--- src/rtl/blvidpack.sv ---
// blvidpack - downstream packer for the camera's 80-bit pixel stream.
// Each accepted 10-pixel word is tagged with start-of-line / start-of-frame,
// buffered in a FIFO and serialised as five 16-bit beats on ready/valid.
// Line/frame geometry and a sticky overflow flag are reported alongside.
//
// Ports:
//   clk, rst        pixel clock, asynchronous active-high reset
//   id[79:0]        pixel word, id[7:0] = pixel 0
//   wrl, wrf        word strobe (line) and frame-active level
//   ordy            downstream ready
//   od[15:0], oval  output beat and its valid
//   osol, osof      start of line / frame, only on beat 0 of the tagged word
//   oovf            sticky overflow, cleared on wrf rise
//   olinelen[7:0]   word count of the last completed line
//   onlines[10:0]   line count of the last completed frame
module blvidpack #(
  parameter int DEPTH = 16
) (
  input  logic        clk,
  input  logic        rst,
  input  logic [79:0] id,
  input  logic        wrl,
  input  logic        wrf,
  input  logic        ordy,
  output logic [15:0] od,
  output logic        oval,
  output logic        osol,
  output logic        osof,
  output logic        oovf,
  output logic [7:0]  olinelen,
  output logic [10:0] onlines
);

  localparam int AW = $clog2(DEPTH);
  localparam logic [AW-1:0] PTR_ONE  = {{(AW-1){1'b0}}, 1'b1};
  localparam logic [AW:0]   CNT_ONE  = {{AW{1'b0}}, 1'b1};
  localparam logic [AW:0]   FULL_CNT = {1'b1, {AW{1'b0}}};

  typedef enum logic {S_IDLE, S_SEND} state_t;

  function automatic logic [7:0] sat_inc8(input logic [7:0] v);
    return (v == 8'hFF) ? v : v + 8'd1;
  endfunction

  function automatic logic [10:0] sat_inc11(input logic [10:0] v);
    return (v == 11'h7FF) ? v : v + 11'd1;
  endfunction

  function automatic logic [15:0] beat_sel(input logic [81:0] e, input logic [2:0] b);
    case (b)
      3'd0:    return e[15:0];
      3'd1:    return e[31:16];
      3'd2:    return e[47:32];
      3'd3:    return e[63:48];
      default: return e[79:64];
    endcase
  endfunction

  // entry layout: [81] sof, [80] sol, [79:0] pixel word
  logic [81:0]   mem [DEPTH];
  logic [AW-1:0] wptr_q, wptr_d, rptr_q, rptr_d;
  logic [AW:0]   count_q, count_d;

  logic          wrl_q, wrf_q, in_line_q, in_line_d, in_frame_q, in_frame_d;
  logic          accept, wrl_fall, wrf_rise, wrf_fall, line_end;
  logic          vld_p0;
  logic [81:0]   ent_p0, wr_ent;
  logic          full, wr_en, drop, pop;
  logic [1:0]    pend_q, pend_d;
  logic          oovf_q, oovf_d;

  state_t        state_q, state_d;
  logic [2:0]    beat_q, beat_d;
  logic [81:0]   hold_q, hold_d;
  logic [15:0]   od_q, od_d;
  logic          oval_q, oval_d, osol_q, osol_d, osof_q, osof_d;

  logic [7:0]    wc_q, wc_d, linelen_q, linelen_d;
  logic [10:0]   lc_q, lc_d, nlines_q, nlines_d;

  assign accept   = wrl & wrf;
  assign wrl_fall = wrl_q & ~wrl;
  assign wrf_rise = wrf & ~wrf_q;
  assign wrf_fall = wrf_q & ~wrf;
  // using the registered wrf makes a line that ends with the frame still count
  assign line_end = wrl_fall & wrf_q;

  // in_line/in_frame remember that a word has already been taken in this run
  assign in_line_d  = wrl & (in_line_q | accept);
  assign in_frame_d = wrf & (in_frame_q | accept);

  // ---- stage p0 -> FIFO write ----
  assign full   = (count_q == FULL_CNT);
  assign wr_en  = vld_p0 & ~full;
  assign drop   = vld_p0 & full;
  assign wr_ent = {ent_p0[81:80] | pend_q, ent_p0[79:0]};

  always_comb begin
    pend_d = pend_q;
    if (drop)       pend_d = pend_q | ent_p0[81:80];
    else if (wr_en) pend_d = 2'b00;
    oovf_d = wrf_rise ? 1'b0 : oovf_q;
    if (drop) oovf_d = 1'b1;
  end

  // ---- FIFO -> serialiser ----
  always_comb begin
    state_d = state_q;
    beat_d  = beat_q;
    hold_d  = hold_q;
    oval_d  = oval_q;
    pop     = 1'b0;
    case (state_q)
      S_IDLE: begin
        if (count_q != '0) begin
          pop     = 1'b1;
          hold_d  = mem[rptr_q];
          beat_d  = 3'd0;
          oval_d  = 1'b1;
          state_d = S_SEND;
        end
      end
      default: begin
        if (ordy) begin
          if (beat_q == 3'd4) begin
            if (count_q != '0) begin
              pop    = 1'b1;
              hold_d = mem[rptr_q];
              beat_d = 3'd0;
            end else begin
              oval_d  = 1'b0;
              state_d = S_IDLE;
            end
          end else begin
            beat_d = beat_q + 3'd1;
          end
        end
      end
    endcase
    od_d   = oval_d ? beat_sel(hold_d, beat_d) : 16'd0;
    osol_d = oval_d & hold_d[80] & (beat_d == 3'd0);
    osof_d = oval_d & hold_d[81] & (beat_d == 3'd0);
  end

  always_comb begin
    wptr_d  = wr_en ? wptr_q + PTR_ONE : wptr_q;
    rptr_d  = pop ? rptr_q + PTR_ONE : rptr_q;
    count_d = count_q;
    case ({wr_en, pop})
      2'b10:   count_d = count_q + CNT_ONE;
      2'b01:   count_d = count_q - CNT_ONE;
      default: count_d = count_q;
    endcase
  end

  // ---- geometry counters ----
  always_comb begin
    wc_d      = wc_q;
    lc_d      = lc_q;
    linelen_d = linelen_q;
    nlines_d  = nlines_q;
    if (accept) wc_d = sat_inc8(wc_q);
    if (line_end) begin
      linelen_d = wc_q;
      lc_d      = sat_inc11(lc_q);
      wc_d      = 8'd0;
    end
    if (wrf_fall) nlines_d = line_end ? sat_inc11(lc_q) : lc_q;
    if (wrf_rise) begin
      lc_d = 11'd0;
      wc_d = accept ? 8'd1 : 8'd0;
    end
  end

  always_ff @(posedge clk or posedge rst) begin
    if (rst) begin
      wrl_q      <= 1'b0;
      wrf_q      <= 1'b0;
      in_line_q  <= 1'b0;
      in_frame_q <= 1'b0;
      vld_p0     <= 1'b0;
      pend_q     <= 2'b00;
      oovf_q     <= 1'b0;
      wptr_q     <= '0;
      rptr_q     <= '0;
      count_q    <= '0;
      state_q    <= S_IDLE;
      beat_q     <= 3'd0;
      od_q       <= 16'd0;
      oval_q     <= 1'b0;
      osol_q     <= 1'b0;
      osof_q     <= 1'b0;
      wc_q       <= 8'd0;
      lc_q       <= 11'd0;
      linelen_q  <= 8'd0;
      nlines_q   <= 11'd0;
    end else begin
      wrl_q      <= wrl;
      wrf_q      <= wrf;
      in_line_q  <= in_line_d;
      in_frame_q <= in_frame_d;
      vld_p0     <= accept;
      pend_q     <= pend_d;
      oovf_q     <= oovf_d;
      wptr_q     <= wptr_d;
      rptr_q     <= rptr_d;
      count_q    <= count_d;
      state_q    <= state_d;
      beat_q     <= beat_d;
      od_q       <= od_d;
      oval_q     <= oval_d;
      osol_q     <= osol_d;
      osof_q     <= osof_d;
      wc_q       <= wc_d;
      lc_q       <= lc_d;
      linelen_q  <= linelen_d;
      nlines_q   <= nlines_d;
    end
  end

  // ---- input -> stage p0 (tags computed against the pre-edge run state) ----
  always_ff @(posedge clk) begin
    ent_p0 <= {~in_frame_q, ~in_line_q, id};
    if (wr_en) mem[wptr_q] <= wr_ent;
    hold_q <= hold_d;
  end

  assign od       = od_q;
  assign oval     = oval_q;
  assign osol     = osol_q;
  assign osof     = osof_q;
  assign oovf     = oovf_q;
  assign olinelen = linelen_q;
  assign onlines  = nlines_q;

endmodule
--- config.mk ---
export PLATFORM = sky130hd
export DESIGN_NAME = blvidpack
export DESIGN_NICKNAME = d
export VERILOG_FILES = /design/src/rtl/blvidpack.sv
export SDC_FILE = /design/constraint.sdc
export NUM_CORES = 1
export LEC_CHECK = 0
export CAP_MARGIN = 20
export CORE_MARGIN = 5
export CORE_UTILIZATION = 62
export CTS_CLUSTER_DIAMETER = 150
export DETAILED_ROUTE_END_ITERATION = 6
export PLACE_DENSITY = 0.77
export SYNTH_ARGS = -nofsm -noshare
export SYNTH_HDL_FRONTEND = slang
export SYNTH_SLANG_ARGS = --single-unit
--- constraint.sdc ---
create_clock -name clk -period 9.9 [get_ports clk]
set_clock_uncertainty 0.2 [all_clocks]
set_input_delay 1.485 -clock clk [delete_from_list [all_inputs] [get_ports clk]]
set_output_delay 1.485 -clock clk [all_outputs]
set_load 0.05 [all_outputs]
==> flow_metrics.env, run 1 <==
export IMPL_ys_seq_area_frac=0.766
export IMPL_vias=28687
export IMPL_grt_pass1_vias=29492
export IMPL_peakVddDrop_v=0.000212
export IMPL_cp_num_cells=7
export IMPL_synthMuxAreaShare=0.151
export IMPL_clk_pin_slew_ps=60
export IMPL_endpoint="od[15]$_DFF_PP0_"
export IMPL_antenna_found_initial=3
export IMPL_yosysMostFrequentCell="edfxtp_1"
export IMPL_ys_types=67
export IMPL_synth_top_area_cell="edfxtp_1"
export IMPL_post_cts_setup_buffer_count=0
export IMPL_regToRegSetupSlack_ps=5470
export IMPL_regArea_mm2=0.0447
export IMPL_rsz0062_at_grt="false"
export IMPL_gr_total_overflow=0
export IMPL_drive_gt1_frac=0.211
export IMPL_grt_pass1_wl_um=196000
export IMPL_grt_total_usage=0.270
export IMPL_path_class="reg2reg"
export IMPL_gp_congestion=0.851
export IMPL_worst_slew_pin_slew_ps=1070
export IMPL_clk_latency_ps=750
export IMPL_synth_simple_area_share=0.0290
export IMPL_die_area_mm2=0.100
export IMPL_r2r_end="od[15]$_DFF_PP0_"
export IMPL_worst_path_max_delay_cell="dfrtp_4"
export IMPL_synth_top_family_by_area="multiplexers"
export IMPL_fin_crit_sh=0.448
export IMPL_nFillCells=5575
export IMPL_synth_area_mm2=0.0584
export IMPL_grt_start_max_net_pins=131
export IMPL_nNetsFinal=3147
export IMPL_dr_pass1_iters=5
export IMPL_p_leak_nw=21.5
export IMPL_avgRoutedWirePerCell_um=29.8
export IMPL_synth_cells=2870
export IMPL_setup_violations=0
export IMPL_synth_adder_area_share=0.00313
export IMPL_fin_ws_ps=5470
export IMPL_cts_tree="built"
export IMPL_crit_path_max_incr_delay_ps=1050
export IMPL_multi_input_area_mm2=0.0127
export IMPL_via_per_inst=6.47
export IMPL_synth_seq_cells=1558
export IMPL_ant_nets=0
export IMPL_hold_viol=0
export IMPL_root_buffer="clkbuf_16"
export IMPL_hold_ws_ps=223
export IMPL_min_path_type="reg2reg"
export IMPL_synthXorXnorAreaFrac=0.00345
export IMPL_area_delta_synth_final_pct=12.7
export IMPL_cp_num_buf_inv=1
export IMPL_pin_count=124
export IMPL_cp_start_kind="flop"
export IMPL_yosysWarningCount=0
export IMPL_avgSynthCellArea_um2=20.3
export IMPL_start_util=0.625
export IMPL_synth_commonest_cells="1,312 x edfxtp_1, 331 x mux4_2, 212 x nand2_1"
export IMPL_timing_rr_start="rptr_q[0]$_DFFE_PP0P_"
export IMPL_pre_cts_slack_ps=4860
export IMPL_path_cells="buf_4 > mux4_2 > a22o_1 > a221oi_1 > nand2_1 > a21oi_1 > o31ai_1"
export IMPL_critPathLaunch="rptr_q[0]$_DFFE_PP0P_"
export IMPL_cts_resized_gates=0
export IMPL_synth_top_area_share=0.675
export IMPL_synth_edf_count=1312
export IMPL_cp_required_ps=10310
export IMPL_drv_slew=0
export IMPL_cts_hold_repair_buffers=0
export IMPL_max_slew_margin_rel=0.284
export IMPL_max_freq_ghz=0.226
export IMPL_cts_buffers=150
export IMPL_portBuffers=123
export IMPL_die_y_um=317
export IMPL_htree_num_levels=4
export IMPL_coreArea_mm2=0.0933
export IMPL_row_count=112
export IMPL_crit_fanout=48
export IMPL_drtIter0Drc=3560
export IMPL_finalCoreUtilization=0.705
export IMPL_ff2ff_path_depth=7
export IMPL_ys_top_cells_by_area="edfxtp_1 68%, mux4_2 13%, dfxtp_1 5.6%"
export IMPL_drc=0
export IMPL_cp_end_kind="flop"
export IMPL_synth_net_count=2969
export IMPL_async_reset_ff_frac=0.0526
export IMPL_routed_wl_um=132000
export IMPL_clock_sinks=1558
export IMPL_outcome="completed"
export IMPL_crit_arrival_ps=4850
export IMPL_dpl_hpwl_um=70900
export IMPL_max_cap_violations=0
export IMPL_cts_max_path_buffers=3
export IMPL_synth_ff_type="edfxtp_1"
export IMPL_synth_compound_area_frac=0.0298
export IMPL_fin_setup_tns_ps=0
export IMPL_final_min_clock_period_ps=4430
export IMPL_path_delay_family="compound AO/OA/AOI/OAI gates"
export IMPL_p_per_area_mw_per_mm2=264
export IMPL_die_w_um=317
[layout make-up]
cell class	instances	share of cell area
clock buffer	226	0.0666
tap	1254	0.0238
clock inverter	54	0.00837
antenna	2	0.0000761
timing repair buffer	174	0.0257
inverter	26	0.00152
sequential	1558	0.680
multi-input combinational	1138	0.194
[state kept, by name (all words and copies together) (netlist names), 3 cells and up]
name	flops
mem	1312
ent_p0	82
count_q	5
onlines	11
lc_q	11
olinelen	8
beat_q	3
wc_q	8
wptr_q	4
hold_q	82
rptr_q	4
od	16
[report_power, final]
group	leakage (nW)	switching (mW)	internal, mW	total (mW)
Combinational	4.80	2.04	1.66	3.70
Sequential	14.3	0.406	7.61	8.02
Clock	2.39	2.34	3.30	5.65
Total	21.5	4.79	12.6	17.4
[how the worst min path moves through the flow]
stage                                     from            endpoint  cells after the start
after floorplan            in_line_q$_DFF_PP0_  ent_p0[80]$_DFF_P_                      1
after global placement    in_frame_q$_DFF_PP0_  ent_p0[81]$_DFF_P_                      1
after detailed placement   in_line_q$_DFF_PP0_  ent_p0[80]$_DFF_P_                      1
after CTS                  in_line_q$_DFF_PP0_  ent_p0[80]$_DFF_P_                      1
after global routing       in_line_q$_DFF_PP0_  ent_p0[80]$_DFF_P_                      1
final                      in_line_q$_DFF_PP0_  ent_p0[80]$_DFF_P_                      1
[layout by cell type, fill, tap and decap left out, types with 50 or more instances in the layout]
| cell | netlist | routed |
|---|---|---|
| nand2_1 | 212 | 212 |
| clkbuf_16 | 0 | 158 |
| o21ai_0 | 61 | 61 |
| mux4_2 | 331 | 331 |
| mux2i_1 | 86 | 86 |
| clkbuf_1 | 28 | 50 |
| dfxtp_1 | 164 | 164 |
| edfxtp_1 | 1312 | 1312 |
| dfrtp_1 | 82 | 78 |
| clkdlybuf4s50_1 | 0 | 123 |
| nor2_1 | 74 | 62 |
[per-stage QoR]
stage                     std cells  area [um2]  power, mW
after detailed placement       4148       60800       11.8
after CTS                      4428       65800       17.5
after global routing           4430       65800       18.0
final                          4432       65800       17.4
after floorplan                2870       58400       10.8
after global placement         4147       60800       11.7
[logic make-up (layout without fill, tap and decap cells)]
group                      count (synthesis)  in the layout
AOI/OAI and AO/OA                        257            257
xor gates and xnor gates                  23             23
adders and majority gates                 14             14
buffers and inverters                    174            480
DFF                                     1558           1558
muxes                                    461            461
other                                      0              2
and+or+nand+nor                          383            383
[per-layer routing]
| metal | GRT usage | part of all wire | vias to the layer above |
|---|---|---|---|
| li1 | - | - | 11966 |
| met1 | 0.385 | 0.39 | 15063 |
| met2 | 0.437 | 0.50 | 1420 |
| met3 | 0.0542 | 0.088 | 236 |
| met4 | 0.0767 | 0.026 | 2 |
| met5 | 0 | 0.000098 | - |
Note: power is estimated with default switching activity, not from simulation.
==> inputs of run 2 (changes only) <==
- clock period: 9.9 -> 4.5 ns (I/O delays scaled with it)
==> run 2 against run 1 <==
Clock-buffer cell count is 10 lower. Sequential power is 120% higher. Worst hold slack worse by 56 ps. Sequential share of layout area is 0.58 points lower. Clock power is 120% higher. Die area stayed put. Wire length is 1.8% higher. Sequential cell count stayed put. Critical endpoint is now od[8]$_DFF_PP0_. Largest power group unchanged.
==> flow_metrics.env, run 2 (synthesis gave the netlist of run 1 again) <==
export IMPL_outcome="completed"
export IMPL_regArea_mm2=0.0447
export IMPL_finalCoreUtilization=0.711
export IMPL_rsz0062_at_grt="false"
export IMPL_dp_cells=4172
export IMPL_max_cap_violations=0
export IMPL_cp_num_buf_inv=2
export IMPL_crit_path_max_incr_delay_ps=860
export IMPL_grt_pass1_vias=29707
export IMPL_drc=0
export IMPL_avgRoutedWirePerCell_um=30.3
export IMPL_cts_max_path_buffers=3
export IMPL_root_buffer="clkbuf_16"
export IMPL_start_util=0.625
export IMPL_endpoint="od[8]$_DFF_PP0_"
export IMPL_antenna_found_initial=5
export IMPL_final_cells=4451
export IMPL_cp_required_ps=4920
export IMPL_path_delay_family="multiplexers"
export IMPL_layout_common_cells="1,312 x edfxtp_1, 331 x mux4_2, 212 x nand2_1"
export IMPL_clk_latency_ps=750
export IMPL_gr_total_overflow=0
export IMPL_crit_arrival_ps=3940
export IMPL_area_delta_synth_final_pct=13.7
export IMPL_dpl_hpwl_um=71400
export IMPL_crit_path_frequent_cell="mux4_2"
export IMPL_hold_path_depth=1
export IMPL_setup_violations=0
export IMPL_die_area_mm2=0.100
export IMPL_drv_slew=0
export IMPL_clock_sinks=1558
export IMPL_grt_pass1_wl_um=199000
export IMPL_largest_reg_flops=1312
export IMPL_worst_path_max_delay_cell="dfrtp_4"
export IMPL_crit_fanout=28
export IMPL_max_slew_margin_rel=0.299
export IMPL_die_w_um=317
export IMPL_peakVddDrop_v=0.000379
export IMPL_max_freq_ghz=0.284
export IMPL_power_mw=38.3
export IMPL_fin_crit_sh=0.783
export IMPL_r2r_end="od[8]$_DFF_PP0_"
export IMPL_die_y_um=317
export IMPL_ant_nets=0
export IMPL_row_count=112
export IMPL_ff2ff_path_depth=7
export IMPL_hold_ws_ps=168
export IMPL_path_class="reg2reg"
export IMPL_cts_resized_gates=0
export IMPL_p_per_area_mw_per_mm2=578
export IMPL_min_path_type="in2reg"
export IMPL_layout_commonest_cell="edfxtp_1"
export IMPL_routed_wl_um=135000
export IMPL_cp_start_kind="flop"
export IMPL_cts_hold_repair_buffers=0
export IMPL_regMostFlops="mem"
export IMPL_clk_pin_slew_ps=60
export IMPL_via_per_inst=6.52
export IMPL_nNetsFinal=3170
export IMPL_post_cts_setup_buffer_count=0
export IMPL_drtIter0Drc=3457
export IMPL_p_leak_nw=21.7
export IMPL_critPathLaunch="rptr_q[0]$_DFFE_PP0P_"
export IMPL_grt_total_usage=0.275
export IMPL_final_min_clock_period_ps=3520
export IMPL_cp_end_kind="flop"
export IMPL_path_cells="buf_12 > buf_4 > mux4_2 > mux4_2 > nor2_1 > a211oi_1 > a211o_1"
export IMPL_multi_input_area_mm2=0.0128
export IMPL_drive_gt1_frac=0.219
export IMPL_htree_num_levels=4
export IMPL_dr_pass1_iters=7
export IMPL_coreArea_mm2=0.0933
export IMPL_cp_num_cells=7
export IMPL_portBuffers=123
export IMPL_regToRegSetupSlack_ps=980
export IMPL_nFillCells=5462
export IMPL_pin_count=124
export IMPL_worst_slew_pin_slew_ps=1050
export IMPL_hold_viol=0
export IMPL_cts_tree="built"
export IMPL_gp_congestion=0.879
export IMPL_vias=29009
export IMPL_cts_buffers=151
export IMPL_top_regs="mem: 1312 flops, ent_p0: 82 flops, hold_q: 82 flops"
export IMPL_timing_rr_start="rptr_q[0]$_DFFE_PP0P_"
export IMPL_grt_start_max_net_pins=136
## run 2: changes by cell type in the layout (fill, tap and decap cells not counted), sizes merged
cell      previous run  this run
buf                 51        73
clkbuf             226       216
clkinv              34        38
clkinvlp             5         8
## run 2: worst reg2reg max path: stages (launching register included)
cell and delay, ps:
dfrtp_4 860, buf_12 340, buf_4 350, mux4_2 560, mux4_2 570, nor2_1 120
a211oi_1 60, a211o_1 310
## run 2: through the flow
| step | setup TNS, ps | worst slack, ps | instance area (um2) |
|---|---|---|---|
| 6_report | 0 | 977 | 66400 |
| 5_1_grt | 0 | 831 | 66300 |
| 4_1_cts | 0 | 962 | 66300 |
| 3_5_place_dp | 0 | 788 | 61500 |
| 3_3_place_gp | 0 | 874 | 61500 |
| 2_1_floorplan | -871780 | -873 | 58400 |
## run 2: routing by layer
metal | share of wire | global-route usage | vias up
li1 | - | - | 12009
met1 | 0.37 | 0.389 | 15185
met2 | 0.49 | 0.442 | 1567
met3 | 0.10 | 0.0587 | 246
met4 | 0.032 | 0.0884 | 2
met5 | 0.000097 | 0 | -
## run 2: worst min path at each step
stage / from / end / slack (ps)
after floorplan: in_line_q$_DFF_PP0_ / ent_p0[80]$_DFF_P_ / 200
after global placement: hold_q[15]$_DFF_P_ / hold_q[15]$_DFF_P_ / 230
after detailed placement: in_frame_q$_DFF_PP0_ / ent_p0[81]$_DFF_P_ / 220
after CTS: id[35] / ent_p0[35]$_DFF_P_ / 120
after global routing: id[5] / ent_p0[5]$_DFF_P_ / 140
final: id[35] / ent_p0[35]$_DFF_P_ / 170
## run 2: report_power, final
group	internal (mW)	switching (mW)	leakage (nW)
registers	16.7	0.842	14.3
clock network	7.15	5.18	2.37
logic	3.85	4.58	5.02
total	27.7	10.6	21.7
## run 2: final cells by class
| cell class | instances | share of cell area |
|---|---|---|
| Multi-Input combinational cell | 1138 | 0.192 |
| Clock buffer | 216 | 0.0644 |
| Sequential cell | 1558 | 0.674 |
| Antenna cell | 2 | 0.0000754 |
| Tap cell | 1254 | 0.0236 |
| Clock inverter | 61 | 0.00909 |
| Inverter | 26 | 0.00151 |
| Timing Repair Buffer | 196 | 0.0345 |
